--- src/rtl/logic_bram_pkg.sv ---
// Shared constants and the unsum difference helper for logic_bram_unsum.
// The helper inverts a registered A+B+1 sum; the borrow lands in the top bit.
package logic_bram_pkg;

    localparam int DEF_WIDTH = 4;
    localparam int DEF_CNT_W = 8;
    localparam int MAX_W     = 32;

    // Callers zero-extend to MAX_W+1 bits, so a negative result sets bit MAX_W.
    function automatic logic [MAX_W:0] unsum_diff(
        input logic [MAX_W:0] res,
        input logic [MAX_W:0] b
    );
        return res - b - (MAX_W+1)'(1);
    endfunction

endpackage

--- src/rtl/unsum_pipe_stage.sv ---
// One pipeline slot: valid flag plus data word, load has priority over unload.
// Both valid and data clear asynchronously on rst_n low.
module unsum_pipe_stage
    import logic_bram_pkg::*;
#(
    parameter int DW = 8
) (
    input  logic          clk,
    input  logic          rst_n,
    input  logic          load,
    input  logic          unload,
    input  logic [DW-1:0] d,
    output logic          valid,
    output logic [DW-1:0] q
);

    always_ff @(posedge clk or negedge rst_n) begin
        if (!rst_n) begin
            valid <= 1'b0;
            q     <= '0;
        end else if (load) begin
            valid <= 1'b1;
            q     <= d;
        end else if (unload) begin
            valid <= 1'b0;
        end
    end

endmodule

--- src/rtl/logic_bram_unsum.sv ---
// Two-stage valid/ready pipeline recovering A from a registered A+B+1 sum.
// Optional out_borrow port is built only with LOGIC_BRAM_UNSUM_BORROW_EN.
module logic_bram_unsum
    import logic_bram_pkg::*;
#(
    parameter int WIDTH = DEF_WIDTH,
    parameter int CNT_W = DEF_CNT_W
) (
    input  logic             clk,
    input  logic             rst_n,
    input  logic             in_valid,
    output logic             in_ready,
    input  logic [WIDTH-1:0] in_res,
    input  logic [WIDTH-1:0] in_b,
    output logic             out_valid,
    input  logic             out_ready,
    output logic [WIDTH-1:0] out_a,
`ifdef LOGIC_BRAM_UNSUM_BORROW_EN
    output logic             out_borrow,
`endif
    output logic [CNT_W-1:0] done_cnt
);

    localparam int S1W = 2 * WIDTH;
`ifdef LOGIC_BRAM_UNSUM_BORROW_EN
    localparam int S2W = WIDTH + 1;
`else
    localparam int S2W = WIDTH;
`endif

    logic             s1_valid;
    logic             s2_valid;
    logic             in_fire;
    logic             adv;
    logic             out_fire;
    logic [S1W-1:0]   s1_q;
    logic [WIDTH-1:0] s1_res;
    logic [WIDTH-1:0] s1_b;
    logic [S2W-1:0]   s2_d;
    logic [S2W-1:0]   s2_q;

    assign in_ready = !s1_valid || !s2_valid || out_ready;
    assign in_fire  = in_valid && in_ready;
    assign adv      = s1_valid && (!s2_valid || out_ready);
    assign out_fire = s2_valid && out_ready;

    assign {s1_res, s1_b} = s1_q;

    // With borrow enabled the extra bit kept is the sign of res-b-1.
    assign s2_d = S2W'(unsum_diff((MAX_W+1)'(s1_res),
                                  (MAX_W+1)'(s1_b)));

    unsum_pipe_stage #(.DW(S1W)) u_s1 (
        .clk    (clk),
        .rst_n  (rst_n),
        .load   (in_fire),
        .unload (adv),
        .d      ({in_res, in_b}),
        .valid  (s1_valid),
        .q      (s1_q)
    );

    unsum_pipe_stage #(.DW(S2W)) u_s2 (
        .clk    (clk),
        .rst_n  (rst_n),
        .load   (adv),
        .unload (out_fire),
        .d      (s2_d),
        .valid  (s2_valid),
        .q      (s2_q)
    );

    assign out_valid = s2_valid;
    assign out_a     = s2_q[WIDTH-1:0];
`ifdef LOGIC_BRAM_UNSUM_BORROW_EN
    assign out_borrow = s2_q[WIDTH];
`endif

    always_ff @(posedge clk or negedge rst_n) begin
        if (!rst_n) begin
            done_cnt <= '0;
        end else if (out_fire) begin
            done_cnt <= done_cnt + CNT_W'(1);
        end
    end

endmodule

--- config.mk ---
export PLATFORM = sky130hd
export DESIGN_NAME = logic_bram_unsum
export DESIGN_NICKNAME = d
export VERILOG_FILES = /design/src/rtl/logic_bram_pkg.sv /design/src/rtl/unsum_pipe_stage.sv /design/src/rtl/logic_bram_unsum.sv
export SDC_FILE = /design/constraint.sdc
export NUM_CORES = 1
export LEC_CHECK = 0
export ABC_AREA = 0
export BUFFER_PORTS_ARGS = -buffer_cell sky130_fd_sc_hd__buf_2
export CAP_MARGIN = 30
export CORE_MARGIN = 1.5
export CORE_UTILIZATION = 44
export CTS_BUF_LIST = sky130_fd_sc_hd__clkbuf_16
export DETAILED_ROUTE_END_ITERATION = 7
export PLACE_DENSITY = 0.67
export SLEW_MARGIN = 10
export SYNTH_ARGS = -nofsm -noshare
export SYNTH_HDL_FRONTEND = slang
export SYNTH_HIERARCHICAL = 1
export SYNTH_SLANG_ARGS = --single-unit
--- constraint.sdc ---
create_clock -name clk -period 2.05 [get_ports clk]
set_input_delay 0.41 -clock clk [delete_from_list [all_inputs] [get_ports clk]]
set_output_delay 0.41 -clock clk [all_outputs]
set_load 0.05 [all_outputs]
==> flow_summary.ini <==
[clock_tree]
cts_tree = yes
clock_sink_count = 22
worstSkewPairLatency_ns = 0.25
cts_root_buffer = clkbuf_16
cts_setup_buffers = 0
clock_tree.buffer_depth = 2
post_cts_resize_count = 0
cts_made_buffers = 3
htree_num_levels = 1
cts.reportedPaths.clkPinSlew_ns = 0.05
cts_hold_repair.buffers = 0

[logic_synthesis]
synth-seq-area-share = 0.522
synth_cell_type_count = 22
postSynthRegisterBits = 22
yosysWarningCount = 6
synthesis.area_per_instance_um2 = 13.4
syn-num-nets = 96
netlist_area_mm2 = 0.00105
synth_cells = 79

[route]
initialDrtViolationCount = 4
route.detailed.drc = 0
via_count = 644
firstDrtPassIters = 2
route.antenna.remaining_nets = 0
routed_wirelength_mm = 1.76
wl_per_cell_um = 13.1
vias_per_cell = 4.77

[layout]
area.growth.synth_to_final_pct = 22.4
final_layout_size_suffix_gt1_frac = 0.458
layout_common_cells = buf_2 (25), dfrtp_1 (22), inv_1 (10)
mostFrequentLayoutCell = buf_2
final_net_count = 126
number_of_diodes = 0

[power]
peakVddDrop_mv = 0.864
p_clk_frac = 0.183
p_total_mw = 2.19
netSwitchingPower_mw = 0.932
combPwrFrac = 0.478
power_frac_seq = 0.339
cellPowerDensity_mw_per_mm2 = 1690
power.internal_mw = 1.25
total_leakage_power_nw = 0.669
p_sw_frac = 0.427

[placed_design]
port_buffers = 25
place.detailed.hpwl_mm = 1.33
finalWeightedCongestion = 0.720

[timing]
timing.max_slew.rel_slack = 0.652
timing.final.hold_violations = 0
final_min_period_over_clock_period = 0.763
max_freq_mhz = 639
unrepaired_setup_endpoints_after_global_routing = false
fin_setup_tns_ns = 0
maxSlewViolCount = 0
period_minus_slack_ns = 1.56
max_slew.worst_pin.slew_ns = 0.522
skew_ns = 0.00143
setup_violations = 0

[worst_setup_path]
data_arrival_time_of_the_worst_path_ns = 1.70
reg2reg_depth = 6
critPathCaptureType = flip-flop
worst-endpoint-required_ns = 2.19
r2r_setup_slack_ns = 0.49
crit_path_start_kind = flip-flop
path_max_fanout = 3
type_of_the_worst_setup_path = reg -> reg

[global_routing]
maximum_number_of_pins_on_one_net_before_global_route_repair = 23
grt_pass1_vias = 614
grt_pass1_wl_mm = 2.95
antenna_violations_before_repair = 0
globalRouteOverflowTotal = 0
grt_util_all_layers = 0.158

[die]
dieArea_mm2 = 0.00270
initial_core_util = 0.472
chipHeight_um = 52.0
io_pins = 26
core_mm2 = 0.00223
floorplan.die.width_um = 52.0
row_count = 17

[run_status]
run_status = completed

[run]
timing.max_cap.violations = 0

[worst_hold_path]
hp-class = in -> async
final cells by class:
class                      instances  area [um^2]
fill                             207          942
sequential                        22          551
multi-input combinational         46          460
timing repair buffer              26          133
clock buffer                       3         75.1
inverter                          10         37.5
tap                               28         35.0
synthesized netlist by cell type:
library cell   n  area share
dfrtp_1       22        0.52
inv_1         10       0.036
mux2_4         8        0.11
xnor2_1        8       0.066
mux2_2         5       0.053
nand2_1        5       0.018
ha_1           4       0.047
a21o_2         2       0.017
xor2_1         2       0.017
a21boi_0       1      0.0071
a21o_1         1      0.0071
a21oi_1        1      0.0047
and2_1         1      0.0059
and3_1         1      0.0059
and4_4         1       0.011
buf_6          1       0.011
fa_1           1       0.019
nand3_1        1      0.0047
nand3_2        1      0.0095
nand4_2        1       0.012
nor2_1         1      0.0036
nor3_2         1      0.0095
per-layer routing:
metal / global-route usage / wire [um]
met1: 0.236 / 915
met2: 0.200 / 735
met3: 0.0431 / 74
met4: 0.0921 / 39
met5: 0 / 0
cell families (layout without fill, tap and decap cells):
| group | Yosys count | count (layout) | synth area share |
|---|---|---|---|
| and+or+nand+nor | 13 | 13 | 0.0795 |
| xor gates and xnor gates | 10 | 10 | 0.0830 |
| buffers and inverters | 11 | 39 | 0.0463 |
| AOI/OAI and AO/OA | 5 | 5 | 0.0356 |
| muxes | 13 | 13 | 0.167 |
| DFF | 22 | 22 | 0.522 |
| adders and majority gates | 5 | 5 | 0.0664 |
power by group through the flow:
| stage | Sequential, mW | Combinational (mW) | Clock (mW) |
|---|---|---|---|
| after CTS | 0.745 | 1.05 | 0.407 |
| final | 0.741 | 1.04 | 0.400 |
| after global routing | 0.778 | 1.11 | 0.430 |
| after floorplan | 1.10 | 0.472 | 0 |
| after global placement | 0.742 | 1.03 | 0 |
| after detailed placement | 0.750 | 1.05 | 0 |
flip-flops by register name, indices dropped and copies added (netlist names):
register    count
u_s2/q          4
u_s2/valid      1
done_cnt        8
u_s1/q          8
u_s1/valid      1
worst paths after layout:
| kind | from | end |
|---|---|---|
| worst max-delay path | u_s1/q[1]$_DFFE_PN0P_ | u_s2/q[3]$_DFFE_PN0P_ |
| worst min-delay path | rst_n | u_s2/q[2]$_DFFE_PN0P_ |
| worst max register to register | u_s1/q[1]$_DFFE_PN0P_ | u_s2/q[3]$_DFFE_PN0P_ |
| worst min register to register | done_cnt[7]$_DFFE_PN0P_ | done_cnt[7]$_DFFE_PN0P_ |
| max in group asynchronous | rst_n | done_cnt[5]$_DFFE_PN0P_ |
| min in group clk | in_res[2] | u_s1/q[6]$_DFFE_PN0P_ |
per-stage QoR:
| step | instances | area (um^2) | utilization | hold WS [ns] | setup WS (ns) |
|---|---|---|---|---|---|
| final | 135 | 1290 | 0.578 | 0.116 | 0.485 |
| after CTS | 135 | 1290 | 0.578 | 0.136 | 0.463 |
| after detailed placement | 132 | 1220 | 0.545 | 0.404 | 0.438 |
| after global placement | 132 | 1220 | 0.545 | 0.405 | 0.474 |
| after global routing | 135 | 1290 | 0.578 | 0.159 | 0.381 |
| after floorplan | 79 | 1060 | - | 0.114 | 0.0936 |
worst max-delay path, cell delays in order, from the launching register on:
cell,delay [ns]
dfrtp_1,0.40
inv_1,0.06
ha_1,0.28
a21o_1,0.16
a21oi_1,0.20
xnor2_1,0.10
mux2_2,0.26
(Power assumes the default switching activity.)
